**src/rtl/alu_issue_ctrl_pkg.sv**
```systemverilog
// Shared encodings for the M0 execute-stage ALU issue controller.
package alu_issue_ctrl_pkg;

    // Data-processing opcode encodings (op unit index)
    localparam logic [3:0] OPC_AND = 4'd0;
    localparam logic [3:0] OPC_EOR = 4'd1;
    localparam logic [3:0] OPC_LSL = 4'd2;
    localparam logic [3:0] OPC_LSR = 4'd3;
    localparam logic [3:0] OPC_ASR = 4'd4;
    localparam logic [3:0] OPC_ADC = 4'd5;
    localparam logic [3:0] OPC_SBC = 4'd6;
    localparam logic [3:0] OPC_ROR = 4'd7;
    localparam logic [3:0] OPC_TST = 4'd8;
    localparam logic [3:0] OPC_NEG = 4'd9;
    localparam logic [3:0] OPC_CMP = 4'd10;
    localparam logic [3:0] OPC_CMN = 4'd11;
    localparam logic [3:0] OPC_ORR = 4'd12;
    localparam logic [3:0] OPC_MUL = 4'd13;
    localparam logic [3:0] OPC_BIC = 4'd14;
    localparam logic [3:0] OPC_MVN = 4'd15;

    // Issue FSM states
    typedef enum logic [1:0] {
        StIdle  = 2'd0,
        StIssue = 2'd1,
        StWait  = 2'd2,
        StWb    = 2'd3
    } state_e;

endpackage

```
**src/rtl/apsr_flag_reg.sv**
```systemverilog
// Architectural N/Z/C flag register, packed as {C,Z,N}.
module apsr_flag_reg (
    input  logic       clk,
    input  logic       rst,
    input  logic       load,
    input  logic [2:0] d,
    output logic [2:0] q
);

    logic [2:0] flags_q, flags_d;

    // Next value: take the op unit flags only when loaded
    always_comb begin
        flags_d = flags_q;
        if (load) flags_d = d;
    end

    // Flag storage, cleared asynchronously
    always_ff @(posedge clk or posedge rst) begin
        if (rst) flags_q <= 3'b000;
        else     flags_q <= flags_d;
    end

    assign q = flags_q;

endmodule

```
**src/rtl/alu_issue_ctrl.sv**
```systemverilog
// Issue controller: accepts one ALU request, enables its op unit for the op
// latency, captures result/flags and hands the result to writeback.
module alu_issue_ctrl
    import alu_issue_ctrl_pkg::*;
#(
    parameter int unsigned NUM_OPS   = 16,
    parameter logic [3:0]  MULTI_OP  = OPC_MUL,
    parameter int unsigned MULTI_LAT = 4
) (
    input  logic                   clk,
    input  logic                   rst,
    input  logic                   flush,
    input  logic                   req_valid,
    output logic                   req_ready,
    input  logic [3:0]             req_opcode,
    input  logic                   req_s,
    input  logic [3:0]             req_rd,
    output logic [NUM_OPS-1:0]     op_en,
    output logic                   op_s,
    input  logic [NUM_OPS*32-1:0]  op_result,
    input  logic [NUM_OPS*3-1:0]   op_flags,
    output logic                   flag_c,
    output logic                   flag_z,
    output logic                   flag_n,
    output logic                   wb_valid,
    input  logic                   wb_ready,
    output logic [31:0]            wb_data,
    output logic [3:0]             wb_rd,
    output logic                   wb_err
);

    // Counter holds MULTI_LAT-2 down to 0; the ISSUE cycle is the first enabled cycle
    localparam int unsigned CntW = (MULTI_LAT > 2) ? $clog2(MULTI_LAT - 1) : 1;

    state_e            state_q, state_d;
    logic [3:0]        opc_q, opc_d;
    logic              s_q, s_d;
    logic [3:0]        rd_q, rd_d;
    logic [CntW-1:0]   cnt_q, cnt_d;
    logic [31:0]       wb_data_q, wb_data_d;
    logic              wb_err_q, wb_err_d;

    logic [NUM_OPS-1:0] opc_onehot;
    logic [31:0]        sel_result;
    logic [2:0]         sel_flags;
    logic [2:0]         flags_q;
    logic               accept, illegal, issuing, capture, flag_load;

    assign illegal   = 32'(req_opcode) >= NUM_OPS;
    assign issuing   = (state_q == StIssue) || (state_q == StWait);
    assign accept    = req_valid && req_ready;
    assign capture   = !flush && (((state_q == StIssue) && (opc_q != MULTI_OP)) ||
                                  ((state_q == StWait) && (cnt_q == '0)));
    assign flag_load = capture && s_q;

    // Decode latched opcode and mux out the matching op unit's result and flags
    always_comb begin
        opc_onehot = '0;
        sel_result = '0;
        sel_flags  = '0;
        for (int i = 0; i < int'(NUM_OPS); i++) begin
            if (opc_q == 4'(i)) begin
                opc_onehot[i] = 1'b1;
                sel_result    = op_result[32*i +: 32];
                sel_flags     = op_flags[3*i +: 3];
            end
        end
    end

    // FSM state register
    always_ff @(posedge clk or posedge rst) begin
        if (rst) state_q <= StIdle;
        else     state_q <= state_d;
    end

    // FSM next state; flush overrides every transition
    always_comb begin
        state_d = state_q;
        if (flush) begin
            state_d = StIdle;
        end else begin
            unique case (state_q)
                StIdle:  if (accept) state_d = illegal ? StWb : StIssue;
                StIssue: state_d = (opc_q == MULTI_OP) ? StWait : StWb;
                StWait:  if (cnt_q == '0) state_d = StWb;
                StWb:    if (wb_ready) state_d = StIdle;
                default: state_d = StIdle;
            endcase
        end
    end

    // FSM outputs
    always_comb begin
        req_ready = (state_q == StIdle) && !flush;
        op_en     = issuing ? opc_onehot : '0;
        op_s      = issuing && s_q;
        wb_valid  = (state_q == StWb);
    end

    // Request latch, latency counter and writeback capture
    always_comb begin
        opc_d     = opc_q;
        s_d       = s_q;
        rd_d      = rd_q;
        cnt_d     = cnt_q;
        wb_data_d = wb_data_q;
        wb_err_d  = wb_err_q;
        if (accept) begin
            opc_d = req_opcode;
            s_d   = req_s;
            rd_d  = req_rd;
            if (illegal) begin
                wb_data_d = '0;
                wb_err_d  = 1'b1;
            end
        end
        if (!flush && (state_q == StIssue) && (opc_q == MULTI_OP)) begin
            cnt_d = CntW'(MULTI_LAT - 2);
        end else if (!flush && (state_q == StWait) && (cnt_q != '0)) begin
            cnt_d = cnt_q - 1'b1;
        end
        if (capture) begin
            wb_data_d = sel_result;
            wb_err_d  = 1'b0;
        end
    end

    // Datapath registers
    always_ff @(posedge clk or posedge rst) begin
        if (rst) begin
            opc_q     <= '0;
            s_q       <= 1'b0;
            rd_q      <= '0;
            cnt_q     <= '0;
            wb_data_q <= '0;
            wb_err_q  <= 1'b0;
        end else begin
            opc_q     <= opc_d;
            s_q       <= s_d;
            rd_q      <= rd_d;
            cnt_q     <= cnt_d;
            wb_data_q <= wb_data_d;
            wb_err_q  <= wb_err_d;
        end
    end

    apsr_flag_reg u_flags (
        .clk  (clk),
        .rst  (rst),
        .load (flag_load),
        .d    (sel_flags),
        .q    (flags_q)
    );

    assign {flag_c, flag_z, flag_n} = flags_q;
    assign wb_data = wb_data_q;
    assign wb_rd   = rd_q;
    assign wb_err  = wb_err_q;

endmodule
```
**config.mk**
```make
export PLATFORM = sky130hd
export DESIGN_NAME = alu_issue_ctrl
export DESIGN_NICKNAME = d
export VERILOG_FILES = /design/src/rtl/alu_issue_ctrl_pkg.sv /design/src/rtl/apsr_flag_reg.sv /design/src/rtl/alu_issue_ctrl.sv
export SDC_FILE = /design/constraint.sdc
export NUM_CORES = 1
export LEC_CHECK = 0
export ABC_AREA = 1
export CAP_MARGIN = 20
export CORE_AREA = 2 2 244 246
export CTS_BUF_LIST = sky130_fd_sc_hd__clkbuf_8
export DETAILED_ROUTE_END_ITERATION = 6
export DIE_AREA = 0 0 246 248
export GPL_TIMING_DRIVEN = 0
export SLEW_MARGIN = 40
export SYNTH_ARGS = -nofsm -noshare
export SYNTH_HDL_FRONTEND = slang
export SYNTH_SLANG_ARGS = --single-unit
```
**constraint.sdc**
```tcl
create_clock -name clk -period 2.4 [get_ports clk]
set_input_delay 0.48 -clock clk [delete_from_list [all_inputs] [get_ports clk]]
set_output_delay 0.48 -clock clk [all_outputs]
set_load 0.02 [all_outputs]
```
# [Word-level counts from Yosys, hierarchy flattened]
# Index checks and enable logic that the tools add are counted.
[op_classes] n_eq_ne=22 n_mux=57 n_addsub=1 reduce_logical=20
[ops] op="$mux W32" count=16
[ops] op="$mux W3" count=16
[ops] op="$eq A4 B4 Y1 const B" count=8
[ops] op="$mux W1" count=17
[ops] op="$eq A4 B3 Y1 const B" count=4
[ops] op="$mux W16" count=1
[ops] op="$mux W2" count=6
[ops] op="$logic_and A1 B1 Y1" count=11
[ops] op="$eq A4 B2 Y1 const B" count=2
[ops] op="$pmux W2 S4" count=1
[ops] op="$ne A3 B3 Y1 const B" count=2
[ops] op="$eq A2 B2 Y1 const B" count=2
[ops] op="$eq A4 B1 Y1 const B" count=1
[ops] op="$logic_not A2 Y1" count=2
[ops] op="$logic_not A4 Y1" count=1
[ops] op="$ne A4 B4 Y1 const B" count=1
[ops] op="$reduce_bool A2 Y1" count=2
[ops] op="$ne A3 B2 Y1 const B" count=1
[ops] op="$reduce_and A3 Y1" count=1
[ops] op="$eq A2 B1 Y1 const B" count=1
[ops] op="$logic_or A1 B1 Y1" count=2
[ops] op="$sub A2 B1 Y2 const B" count=1
[ops] op="$logic_not A1 Y1" count=1
[totals] register_bits=48 inputBits=574 out_inout_bits=59 word_cells=107

# [Logic depth before layout (Yosys ltp)]
# Gate-level depths: netlist of the first run.
[logic_depth] word_depth=17 ltp_mapped=15 mapped_depth_nobuf=15

# [By module]
# From an unflattened synthesis of the first run, not the netlist that was laid out.
[hier_totals] cells_unflattened=1289 hier_area_um2=6536.3
[modules_own_cells] module="alu_issue_ctrl" instances=1 seq_area_each_um2=1126.1 cells_each=1275 area_each_um2=6419.9
[modules_own_cells] module="apsr_flag_reg" instances=1 seq_area_each_um2=75.1 cells_each=14 area_each_um2=116.4

# [Least setup slack after synthesis of the first run]
# No wires, ideal clock.
[synth_path] kind="register to output" startpoint="register state_q[0]" endpoint="output op_en[12]" path_buffers=1 required_ns=1.920 arrival_ns=1.557 path_slack_ns=0.363 stages_incl_launch_ff=6 cell_sequence="dfrtp_1 -> inv_1 -> ha_1 -> inv_1 -> clkbuf_1 -> nor3_1"
[synth_via] elab_chain_len=3 word_cells_on_any_way=4 cone_classes="2 x eq/ne; 1 x mux; 1 x reduce/logical"
[synth_lines] item="start, declared" line="alu_issue_ctrl.sv:35" rtl="state_e state_q, state_d;"
[synth_lines] item="start signal, assigned" line="alu_issue_ctrl.sv:72" rtl="if (rst) state_q <= StIdle;"
[synth_lines] item="start signal, assigned" line="alu_issue_ctrl.sv:73" rtl="else state_q <= state_d;"
[synth_lines] item="$eq A2 B1 Y1 / $eq A2 B2 Y1 (equally long branches)" line="alu_issue_ctrl.sv:50" rtl="assign issuing = (state_q == StIssue) || (state_q == StWait);"
[synth_lines] item="$logic_or A1 B1 Y1 (*)" line="alu_issue_ctrl.sv:50"
[synth_lines] item="$mux W16 (*)" line="alu_issue_ctrl.sv:95" rtl="op_en = issuing ? opc_onehot : '0;"
[synth_lines] item="end, declared" line="alu_issue_ctrl.sv:18" rtl="output logic [NUM_OPS-1:0] op_en,"
# Every way passes the cells marked *; elsewhere a longest branch is shown, timed or not.

# [Worst setup path after layout of the first run]
[layout_path] startpoint="register opc_q[0]" endpoint="register u_flags.flags_q[1] (netlist: u_flags.q[1])"
[layout_via] elab_chain_len=17 word_cells_on_any_way=37 cone_classes="16 x eq/ne; 16 x mux; 5 x reduce/logical"
[layout_lines] item="start, declared" line="alu_issue_ctrl.sv:36" rtl="logic [3:0] opc_q, opc_d;"
[layout_lines] item="start signal, assigned" line="alu_issue_ctrl.sv:138" rtl="opc_q <= opc_d;"
[layout_lines] item="$logic_not A4 Y1" line="alu_issue_ctrl.sv:62" rtl="if (opc_q == 4'(i)) begin"
[layout_lines] item="$mux W3 (16 in a row)" line="alu_issue_ctrl.sv:62"
[layout_lines] item="end signal, assigned" line="apsr_flag_reg.sv:21" rtl="else flags_q <= flags_d;"
[layout_lines] item="end, declared" line="apsr_flag_reg.sv:10" rtl="logic [2:0] flags_q, flags_d;"
# Parallel ways exist; a longest one is shown, timed or not.
# A chain may end at the register's enable or synchronous reset.

==> insert_results.sql, run 1 <==
INSERT INTO impl_metrics (metric_group, metric, value, unit) VALUES
('status', 'status', 'finished, violations left', ''),
('status', 'failed_checks', 'setup timing', ''),
('worst_setup_path', 'cp_slowest_stage_delay', '520', 'ps'),
('sta', 'part_of_the_cycle_the_worst_path_needs', '110', '%'),
('layout', 'multi_input_area', '0.00513', 'mm²'),
('worst_setup_path', 'crit_family', 'simple AND/OR/NAND/NOR gates', ''),
('layout', 'seq_area', '0.00120', 'mm²'),
('floorplanning', 'die_w', '246', 'µm'),
('worst_setup_path', 'worst-path-buf-inv', '2', ''),
('synth', 'synth_most_common_cell', 'sky130_fd_sc_hd__nand2_1', ''),
('clock_tree', 'htree_num_levels', '2', ''),
('synth', 'post_synth_num_cell_types', '24', ''),
('synth', 'syn-mean-instance-area', '5.13', 'µm²'),
('route', 'wl', '59.5', 'mm'),
('worst_hold_path', 'worst_hold_path_type', 'primary input to async pin', ''),
('route', 'ant_nets', '0', ''),
('global_routing', 'grt_antenna_before_repair', '10', ''),
('layout', 'nFillCells', '6494', ''),
('layout', 'nNetsFinal', '2495', ''),
('floorplanning', 'dieArea', '0.0610', 'mm²'),
('floorplanning', 'core_region_area', '0.0585', 'mm²'),
('route', 'detail_route.vias_per_cell', '4.09', ''),
('global_routing', 'maximum_number_of_pins_on_one_net_before_global_route_repair', '36', ''),
('route', 'detailedRoute.firstPassIterationCount', '4', ''),
('clock_tree', 'cts_hold_buffers', '0', ''),
('sta', 'final_critical_path_setup_slack', '-238', 'ps'),
('worst_setup_path', 'worst_setup_path_end_kind', 'flop', ''),
('global_routing', 'grt.overflow.total', '0', ''),
('synth', 'synth.yosys.seq_area_share', '19.1', '%'),
('run', 'max-cap-violations', '0', ''),
('synth', 'synth_top_area_share', '30.4', '%'),
('sta', 'hold_viol_final', '0', ''),
('worst_setup_path', 'criticalPathCategory', 'flop to flop', ''),
('route', 'drt-wirelength-per-cell', '22.1', 'µm'),
('global_routing', 'grt_pass1_wl', '77.9', 'mm'),
('clock_tree', 'cts_sink_count', '48', ''),
('worst_setup_path', 'worst_setup_sp_type', 'flop', ''),
('worst_setup_path', 'r2r_setup_slack', '-240', 'ps'),
('synth', 'postSynth.topFlopCell', 'sky130_fd_sc_hd__dfrtp_1', ''),
('pwr', 'leakagePower', '6.39', 'nW'),
('sta', 'setup_viol', '14', ''),
('sta', 'tightestPinTransition', '630', 'ps'),
('clock_tree', 'path_clk_slew', '120', 'ps'),
('global_routing', 'global_route.usage.total', '18.2', '%'),
('synth', 'netlist_top_cells_count', '509 x sky130_fd_sc_hd__nand2_1, 217 x sky130_fd_sc_hd__nor2_1, 104 x sky130_fd_sc_hd__nand4_1', ''),
('global_routing', 'grt.busiest_layer', 'met2', ''),
('place', 'dp_cells', '2632', ''),
('worst_setup_path', 'worst_ep_required_time', '2660', 'ps'),
('global_routing', 'first_global_vias', '10700', ''),
('worst_setup_path', 'critical_path.max_fanout', '5', ''),
('worst_setup_path', 'crit_start', 'opc_q[0]', ''),
('worst_setup_path', 'timing.critical_path.slowest_stage_cell', 'sky130_fd_sc_hd__dfrtp_2', ''),
('clock_tree', 'clock-root-buffer', 'sky130_fd_sc_hd__clkbuf_8', ''),
('place', 'port_buffer_count', '631', ''),
('pwr', 'power-per-cell-area', '825', 'mW/mm²'),
('global_routing', 'grt_use_met1', '22.9', '%'),
('clock_tree', 'clock_latency', '350', 'ps'),
('sta', 'fin_clk_skew', '12.6', 'ps'),
('worst_setup_path', 'crit_arrival', '2890', 'ps'),
('sta', 'maxSlewHeadroom', '58.0', '%'),
('floorplanning', 'fp.dieH', '248', 'µm'),
('global_routing', 'globalRouteMet2Util', '29.3', '%'),
('sta', 'fin_max_slew_vios', '0', ''),
('worst_setup_path', 'critical_path.endpoint', 'u_flags.q[1]', ''),
('worst_setup_path', 'cp.depth', '14', ''),
('floorplanning', 'initial_core_util', '10.7', '%'),
('synth', 'synth_enable_flop_cells', '0', ''),
('place', 'routabilityCongestion', '0.947', ''),
('worst_setup_path', 'crit_path_frequent_cell', 'sky130_fd_sc_hd__nand2_1', ''),
('floorplanning', 'ios', '633', ''),
('route', 'drt_iter0_drc', '547', '');
where the power goes:
group	switching, W	internal, W	total, W
Clock	0.000367	0.000315	0.000682
Combinational	0.00643	0.00392	0.0104
Sequential	0.000262	0.00118	0.00144
Total	0.00706	0.00542	0.0125
final cells by class:
cell class / count / share of cell area [%]
clock inverters: 3 / 0.306
well taps: 773 / 6.39
plain buffers: 61 / 3.13
flip-flops and latches: 48 / 7.96
inverters: 92 / 2.61
multi-input cells: 1024 / 33.9
clock buffers: 5 / 0.455
diodes: 5 / 0.0827
repair buffers: 684 / 45.1
logic make-up after synthesis:
| group | share of synthesized area [%] |
|---|---|
| muxes | 0.896 |
| adders and majority gates | 0.996 |
| buffers and inverters | 9.60 |
| DFF | 19.1 |
| AOI/OAI and AO/OA | 7.01 |
| and+or+nand+nor | 62.3 |
| other | 0.0597 |
worst min path at each step:
| stage | from | to | slack [ps] | depth (start not counted) |
|---|---|---|---|---|
| floorplan | cnt_q[1] | cnt_q[1] | 470 | 2 |
| global placement | u_flags.q[0] | u_flags.q[0] | 460 | 2 |
| detailed placement | u_flags.q[0] | u_flags.q[0] | 460 | 2 |
| CTS | rst | wb_data[6] | 370 | 2 |
| global route | rst | wb_data[11] | 400 | 2 |
| finish | rst | wb_data[6] | 390 | 2 |
worst reg2reg max path, stage by stage, from the launching register on:
cell	delay, ps
sky130_fd_sc_hd__dfrtp_2	520
sky130_fd_sc_hd__clkinv_4	130
sky130_fd_sc_hd__nand2_8	110
sky130_fd_sc_hd__nor2_4	80
sky130_fd_sc_hd__buf_6	140
sky130_fd_sc_hd__nand2_2	60
sky130_fd_sc_hd__nand3_2	80
sky130_fd_sc_hd__a21oi_2	110
sky130_fd_sc_hd__nand4_1	400
sky130_fd_sc_hd__nand2_1	180
sky130_fd_sc_hd__nand4_1	190
sky130_fd_sc_hd__nand2_1	120
sky130_fd_sc_hd__nand4_1	220
sky130_fd_sc_hd__nand2_1	170
sky130_fd_sc_hd__nand2_1	60
timing repair:
action | CTS | global route
gates resized for setup | 197 | 133
gates cloned | 0 | 1
setup endpoints to repair | 53 | 43
pin swaps | 46 | 94
hold endpoints to repair | 0 | 0
setup buffers | 41 | 10
per-stage QoR:
stage	total power, W	area [µm²]	utilization [%]	hold WS, ps	setup WS, ps
floorplan	0.00542	6280	-	474	363
global placement	0.0103	13600	23.2	461	-1450
detailed placement	0.0104	13600	23.3	464	-994
CTS	0.0123	14600	25.0	375	-168
global route	0.0135	15100	25.9	399	-328
finish	0.0125	15100	25.9	395	-238
registers in the layout (all words and copies together), names as in the netlist:
| name | count |
|---|---|
| cnt_q | 2 |
| opc_q | 4 |
| s_q | 1 |
| state_q | 2 |
| u_flags.q | 3 |
| wb_data | 32 |
| wb_rd | 4 |
routing by layer:
layer	vias up	part of all wire, %
li1	5297	-
met1	5065	43
met2	562	45
met3	90	8.4
met4	8	3.7
met5	-	0.092
layout by cell type, fill, tap and decap left out, types with 13 or more instances in the layout:
cell type	synthesis	final
sky130_fd_sc_hd__clkdlybuf4s50_1	0	613
sky130_fd_sc_hd__nand2_1	509	464
sky130_fd_sc_hd__nor2_1	217	186
sky130_fd_sc_hd__nand4_1	104	104
sky130_fd_sc_hd__inv_1	81	77
sky130_fd_sc_hd__a21oi_1	80	64
sky130_fd_sc_hd__dfrtp_1	48	45
sky130_fd_sc_hd__buf_4	1	44
sky130_fd_sc_hd__nand3_1	45	31
sky130_fd_sc_hd__nand2_2	2	29
sky130_fd_sc_hd__nor2_4	1	28
sky130_fd_sc_hd__or2_2	18	17
sky130_fd_sc_hd__nand2_4	0	14
sky130_fd_sc_hd__nor2_2	10	14
sky130_fd_sc_hd__clkbuf_2	0	14
sky130_fd_sc_hd__a21oi_2	0	14
sky130_fd_sc_hd__clkbuf_1	44	13
Note: power is estimated with default switching activity, not from simulation.
==> inputs of run 2 (changes only) <==
clock period = 3.1 ns   (was 2.4 ns; I/O delays follow)
==> insert_results.sql, run 2 (same netlist as run 1, synthesis figures left out) <==
INSERT INTO impl_metrics (metric_group, metric, value, unit) VALUES
('clock_tree', 'clk_path_buf_depth', '2', ''),
('global_routing', 'global_route.usage.total', '17.8', '%'),
('clock_tree', 'cts_hold_buffers', '0', ''),
('clock_tree', 'path_clk_slew', '120', 'ps'),
('clock_tree', 'htree_num_levels', '2', ''),
('sta', 'fmax', '332', 'MHz'),
('global_routing', 'grt.overflow.total', '0', ''),
('sta', 'final_critical_path_setup_slack', '85.2', 'ps'),
('layout', 'number_of_flip_flops_under_the_largest_register_name', '32', ''),
('route', 'drt_iter0_drc', '555', ''),
('layout', 'fraction_of_layout_cells_with_a_size_suffix_above_1', '6.35', '%'),
('sta', 'maxSlewHeadroom', '42.3', '%'),
('pwr', 'irDropWorstVdd', '0.000260', 'V'),
('clock_tree', 'clock_latency', '350', 'ps'),
('sta', 'hold_viol_final', '0', ''),
('layout', 'final_design_area_no_fill', '0.0139', 'mm²'),
('floorplanning', 'ios', '633', ''),
('global_routing', 'grt_antenna_before_repair', '10', ''),
('sta', 'fin_clk_skew', '13.2', 'ps'),
('route', 'ant_nets', '0', ''),
('floorplanning', 'dieArea', '0.0610', 'mm²'),
('worst_setup_path', 'worst_setup_path_end_kind', 'flop', ''),
('layout', 'stdcell_count', '2651', ''),
('worst_hold_path', 'worst_hold_path_type', 'flop to flop', ''),
('route', 'detailedRoute.firstPassIterationCount', '5', ''),
('worst_setup_path', 'critical_path.max_fanout', '10', ''),
('route', 'drc', '0', ''),
('global_routing', 'maximum_number_of_pins_on_one_net_before_global_route_repair', '36', ''),
('worst_setup_path', 'crit_arrival', '3270', 'ps'),
('sta', 'post-route-min-period', '3010', 'ps'),
('route', 'drt-wirelength-per-cell', '21.8', 'µm'),
('layout', 'area_delta_synth_final', '122', '%'),
('layout', 'nFillCells', '6636', ''),
('layout', 'nNetsFinal', '2451', ''),
('pwr', 'power-per-cell-area', '621', 'mW/mm²'),
('place', 'detailedPlacementHpwl', '49.6', 'mm'),
('pwr', 'leakagePower', '5.78', 'nW'),
('pwr', 'power.switching_fraction', '58.3', '%'),
('sta', 'rsz0062_at_grt', 'true', ''),
('pwr', 'power.net_switching', '0.00505', 'W'),
('clock_tree', 'cts_inserted_buffers', '5', ''),
('place', 'place_ws', '-434', 'ps'),
('run', 'max-cap-violations', '0', ''),
('floorplanning', 'initial_core_util', '10.7', '%'),
('worst_setup_path', 'worst_ep_required_time', '3360', 'ps'),
('route', 'detailroute.via_count', '10700', ''),
('clock_tree', 'clock-root-buffer', 'sky130_fd_sc_hd__clkbuf_8', ''),
('global_routing', 'grt_pass1_wl', '76.1', 'mm'),
('sta', 'setup_viol', '0', ''),
('place', 'dp_cells', '2632', ''),
('floorplanning', 'core_region_area', '0.0585', 'mm²'),
('status', 'status', 'complete, no violations', ''),
('pwr', 'fin_total_pwr', '0.00866', 'W'),
('place', 'place_area', '0.0136', 'mm²'),
('worst_setup_path', 'r2r_setup_slack', '90', 'ps'),
('clock_tree', 'cts_sink_count', '48', ''),
('worst_setup_path', 'criticalPathCategory', 'flop to flop', ''),
('floorplanning', 'rows', '89', ''),
('global_routing', 'first_global_vias', '10300', ''),
('pwr', 'cell_internal_pwr', '0.00361', 'W'),
('place', 'routabilityCongestion', '0.947', ''),
('pwr', 'power_frac_clock', '6.2', '%'),
('sta', 'tightestPinTransition', '865', 'ps'),
('layout', 'commonest_cells_after_routing_fill_and_taps_aside', '627 x sky130_fd_sc_hd__clkdlybuf4s50_1, 502 x sky130_fd_sc_hd__nand2_1, 209 x sky130_fd_sc_hd__nor2_1, 104 x sky130_fd_sc_hd__nand4_1', ''),
('sta', 'fin_max_slew_vios', '0', ''),
('route', 'detail_route.vias_per_cell', '4.04', ''),
('pwr', 'combinationalPowerShare', '81.3', '%'),
('worst_setup_path', 'worst_setup_sp_type', 'flop', ''),
('place', 'port_buffer_count', '631', ''),
('floorplanning', 'fp.dieH', '248', 'µm'),
('sta', 'part_of_the_cycle_the_worst_path_needs', '97.3', '%'),
('floorplanning', 'die_w', '246', 'µm'),
('pwr', 'power.sequential.fraction', '12.6', '%'),
('sta', 'whs', '489', 'ps'),
('route', 'wl', '57.9', 'mm'),
('clock_tree', 'clock_tree_from_tritoncts', 'yes', ''),
('layout', 'layout.cells.most_common', 'sky130_fd_sc_hd__clkdlybuf4s50_1', '');
[run 2: path summary, 6_finish.rpt]
path | from | depth (start not counted) | endpoint
setup / recovery | opc_q[1] | 13 | wb_data[24]
hold / removal | wb_data[18] | 2 | wb_data[18]
setup reg to reg | opc_q[1] | 13 | wb_data[24]
hold reg to reg | wb_data[18] | 2 | wb_data[18]
max in group asynchronous | rst | 3 | opc_q[0]
min in group asynchronous | rst | 2 | wb_data[6]
[run 2: what timing repair did]
item | CTS | global route
setup endpoints to repair | 19 | 26
pin swaps | 5 | 5
resized for setup | 18 | 31
setup buffers | 6 | 2
[run 2: metal layers]
metal | up-vias | global-route usage (%) | part of all wire [%] | routed length (µm)
li1 | 5202 | - | - | -
met2 | 529 | 28.4 | 45 | 25900
met4 | 10 | 6.68 | 3.3 | 1890
met1 | 4874 | 23.1 | 43 | 25000
met5 | - | 0 | 0.11 | 64
met3 | 84 | 4.41 | 8.7 | 5040
[run 2: area by class of cell]
| class | count | area, µm² | area share, % |
|---|---|---|---|
| clock inverter | 3 | 46.3 | 0.332 |
| antenna | 5 | 12.5 | 0.0897 |
| inverter | 92 | 357 | 2.56 |
| timing repair buffer | 641 | 6430 | 46.1 |
| tap | 773 | 967 | 6.94 |
| sequential | 48 | 1200 | 8.61 |
| buffer | 60 | 282 | 2.02 |
| multi-input combinational | 1024 | 4590 | 32.9 |
| clock buffer | 5 | 68.8 | 0.493 |
[run 2: metrics by stage]
step,setup TNS [ps],utilization (%)
2_1_floorplan,0,-
3_3_place_gp,-15720,23.2
3_5_place_dp,-1360,23.3
4_1_cts,-203,23.7
5_1_grt,-32.8,23.8
6_report,0,23.9
[run 2: worst max-delay path, cell delays in order (launching register included)]
cell	delay [ps]
sky130_fd_sc_hd__dfrtp_1	450
sky130_fd_sc_hd__inv_2	120
sky130_fd_sc_hd__nor2_1	90
sky130_fd_sc_hd__nand2_1	210
sky130_fd_sc_hd__clkinvlp_4	260
sky130_fd_sc_hd__buf_2	290
sky130_fd_sc_hd__a21oi_1	170
sky130_fd_sc_hd__nand4_1	430
sky130_fd_sc_hd__nand2_2	260
sky130_fd_sc_hd__nand4_1	100
sky130_fd_sc_hd__nand2_1	190
sky130_fd_sc_hd__nand4_1	190
sky130_fd_sc_hd__nand2_1	110
sky130_fd_sc_hd__nand2_1	50
[run 2: power by group through the flow]
| stage | clock, W | combinational (W) | sequential, W |
|---|---|---|---|
| after CTS | 0.000561 | 0.00711 | 0.00108 |
| after global placement | 0 | 0.00692 | 0.00108 |
| final | 0.000532 | 0.00703 | 0.00109 |
| after floorplan | 0 | 0.00284 | 0.00136 |
| after detailed placement | 0 | 0.00696 | 0.00109 |
| after global routing | 0.000587 | 0.00768 | 0.00113 |
==> inputs of run 3 (changes only) <==
CAP_MARGIN = not set   (was 20)
SLEW_MARGIN = not set   (was 40)
==> insert_results.sql, run 3 (same netlist as run 1, synthesis figures left out) <==
INSERT INTO impl_metrics (metric_group, metric, value, unit) VALUES
('status', 'status', 'complete, no violations', ''),
('floorplanning', 'dieArea', '0.0610', 'mm²'),
('worst_setup_path', 'critical_path.max_fanout', '10', ''),
('layout', 'final_design_area_no_fill', '0.0140', 'mm²'),
('worst_setup_path', 'timing.critical_path.slowest_stage_cell', 'sky130_fd_sc_hd__clkbuf_1', ''),
('clock_tree', 'cts_inserted_buffers', '5', ''),
('sta', 'post-route-min-period', '3090', 'ps'),
('layout', 'layout.cells.most_common', 'sky130_fd_sc_hd__clkdlybuf4s50_1', ''),
('layout', 'number_of_flip_flops_under_the_largest_register_name', '32', ''),
('sta', 'fmax', '324', 'MHz'),
('route', 'ant_nets', '0', ''),
('sta', 'hold_viol_final', '0', ''),
('floorplanning', 'core_region_area', '0.0585', 'mm²'),
('pwr', 'power.sequential.fraction', '12.5', '%'),
('clock_tree', 'clock_tree_from_tritoncts', 'yes', ''),
('place', 'routabilityCongestion', '0.947', ''),
('pwr', 'irDropWorstVdd', '0.000308', 'V'),
('place', 'detailedPlacementHpwl', '49.7', 'mm'),
('layout', 'nNetsFinal', '2455', ''),
('clock_tree', 'clock-root-buffer', 'sky130_fd_sc_hd__clkbuf_8', ''),
('sta', 'final_critical_path_setup_slack', '8.96', 'ps'),
('worst_setup_path', 'crit_family', 'simple AND/OR/NAND/NOR gates', ''),
('place', 'place_area', '0.0136', 'mm²'),
('sta', 'maxSlewHeadroom', '27.0', '%'),
('sta', 'rsz0062_at_grt', 'true', ''),
('pwr', 'cell_internal_pwr', '0.00361', 'W'),
('sta', 'fin_clk_skew', '8.39', 'ps'),
('worst_setup_path', 'worst_setup_sp_type', 'flop', ''),
('global_routing', 'maximum_number_of_pins_on_one_net_before_global_route_repair', '36', ''),
('global_routing', 'grt_pass1_wl', '76.4', 'mm'),
('sta', 'setup_viol', '0', ''),
('floorplanning', 'die_w', '246', 'µm'),
('clock_tree', 'clock_latency', '350', 'ps'),
('worst_setup_path', 'cp_slowest_stage_delay', '650', 'ps'),
('worst_setup_path', 'cell_by_cell_listing_of_the_critical_path', 'inv_2 > nand2_2 > nor2_4 > buf_8 > clkbuf_1 > nand2_1 > nand4_1 > nand2_1 > nand4_1 > nand2_1 > nand2_1', ''),
('layout', 'commonest_cells_after_routing_fill_and_taps_aside', '624 x sky130_fd_sc_hd__clkdlybuf4s50_1, 502 x sky130_fd_sc_hd__nand2_1, 209 x sky130_fd_sc_hd__nor2_1, 104 x sky130_fd_sc_hd__nand4_1', ''),
('worst_setup_path', 'crit_arrival', '3390', 'ps'),
('global_routing', 'grt.busiest_layer', 'met2', ''),
('worst_setup_path', 'worst-path-buf-inv', '3', ''),
('worst_hold_path', 'whs_path_depth', '2', ''),
('worst_setup_path', 'crit_path_frequent_cell', 'sky130_fd_sc_hd__nand2_1', ''),
('worst_setup_path', 'worst_setup_path_end_kind', 'flop', ''),
('layout', 'stdcell_count', '2656', ''),
('worst_setup_path', 'worstReg2RegEnd', 'u_flags.q[1]', ''),
('sta', 'tightestPinTransition', '1090', 'ps'),
('global_routing', 'grt.overflow.total', '0', ''),
('worst_setup_path', 'reg2reg_depth', '11', ''),
('layout', 'fraction_of_layout_cells_with_a_size_suffix_above_1', '6.29', '%'),
('clock_tree', 'htree_num_levels', '2', ''),
('global_routing', 'gr-usage-met3', '5.07', '%'),
('layout', 'nFillCells', '6658', ''),
('clock_tree', 'cts_sink_count', '48', ''),
('sta', 'part_of_the_cycle_the_worst_path_needs', '99.7', '%'),
('worst_setup_path', 'cp.depth', '11', ''),
('clock_tree', 'path_clk_slew', '120', 'ps'),
('clock_tree', 'cts_hold_buffers', '0', ''),
('floorplanning', 'initial_core_util', '10.7', '%'),
('worst_setup_path', 'worst_ep_required_time', '3400', 'ps'),
('worst_hold_path', 'worst_hold_path_type', 'flop to flop', ''),
('floorplanning', 'rows', '89', ''),
('global_routing', 'grt_use_met1', '22.8', '%'),
('run', 'max-cap-violations', '0', ''),
('pwr', 'power_frac_clock', '6.1', '%'),
('worst_setup_path', 'r2r_setup_slack', '9', 'ps'),
('floorplanning', 'fp.dieH', '248', 'µm'),
('pwr', 'power.net_switching', '0.00508', 'W'),
('pwr', 'leakagePower', '5.81', 'nW'),
('global_routing', 'global_route.usage.total', '17.9', '%'),
('pwr', 'combinationalPowerShare', '81.3', '%'),
('sta', 'fin_max_slew_vios', '0', ''),
('worst_setup_path', 'criticalPathCategory', 'flop to flop', ''),
('global_routing', 'globalRouteMet2Util', '28.6', '%'),
('route', 'detailroute.via_count', '10800', ''),
('pwr', 'power.switching_fraction', '58.5', '%'),
('route', 'drc', '0', ''),
('route', 'detail_route.vias_per_cell', '4.05', ''),
('route', 'drt_iter0_drc', '626', ''),
('global_routing', 'first_global_vias', '10400', ''),
('pwr', 'power-per-cell-area', '623', 'mW/mm²'),
('worst_hold_path', 'min_from', 'wb_data[6]', ''),
('layout', 'area_delta_synth_final', '122', '%'),
('global_routing', 'grt_antenna_before_repair', '7', ''),
('worst_setup_path', 'rr_startpoint', 'opc_q[1]', ''),
('place', 'port_buffer_count', '631', ''),
('floorplanning', 'ios', '633', ''),
('sta', 'timing.setup.tns', '0', 'ps'),
('clock_tree', 'clk_path_buf_depth', '2', ''),
('route', 'detailedRoute.firstPassIterationCount', '5', ''),
('pwr', 'fin_total_pwr', '0.00870', 'W'),
('worst_hold_path', 'hold-path-endpoint', 'wb_data[6]', ''),
('place', 'place_ws', '-793', 'ps'),
('route', 'drt-wirelength-per-cell', '21.8', 'µm'),
('route', 'wl', '57.9', 'mm'),
('place', 'dp_cells', '2633', '');
run 3: cell type report:
type / count / area [µm²] / area share (%)
multi-input combinational: 1024 / 4580 / 32.8
antenna: 6 / 15.0 / 0.108
sequential: 48 / 1200 / 8.60
timing repair buffer: 644 / 6460 / 46.2
clock buffer: 5 / 68.8 / 0.493
tap: 773 / 967 / 6.93
buffer: 61 / 280 / 2.01
inverter: 92 / 353 / 2.53
clock inverter: 3 / 46.3 / 0.332
run 3: layer usage:
metal / vias up / share of wire, %
met5: - / 0.071
met4: 6 / 3.1
met3: 78 / 8.7
met2: 538 / 45
met1: 4928 / 43
li1: 5215 / -
run 3: worst reg2reg max path: cells and delay by family, from the launching register on:
family                 cells  cell delay, ps
and+or+nand+nor            8            1630
buffers and inverters      3             980
DFF                        1             450
run 3: timing repair:
action | CTS | global route
buffers inserted | 5 | 5
setup endpoints to repair | 31 | 19
resized for setup | 35 | 25
hold endpoints to repair | 0 | 0
pin swaps | 7 | 5
run 3: worst max-delay path by stage:
stage | from | endpoint | slack (ps)
2_1_floorplan | state_q[0] | op_en[12] | 920
3_3_place_gp | opc_q[1] | op_en[15] | -790
3_5_place_dp | opc_q[1] | op_en[15] | -790
4_1_cts | opc_q[0] | op_en[10] | -20
5_1_grt | opc_q[1] | wb_data[13] | -100
6_report | opc_q[1] | u_flags.q[1] | 9
run 3: through the flow:
stage	utilization, %	hold slack (ps)
finish	23.9	489
global route	23.9	521
CTS	23.7	494
detailed placement	23.3	464
global placement	23.2	461
floorplan	-	474
run 3: power groups by stage:
stage          logic (W)  registers, W  clock network (W)
6_report         0.00707       0.00109           0.000534
5_1_grt          0.00769       0.00113           0.000588
4_1_cts          0.00712       0.00109           0.000565
3_5_place_dp     0.00694       0.00109                  0
3_3_place_gp     0.00692       0.00108                  0
2_1_floorplan    0.00284       0.00136                  0
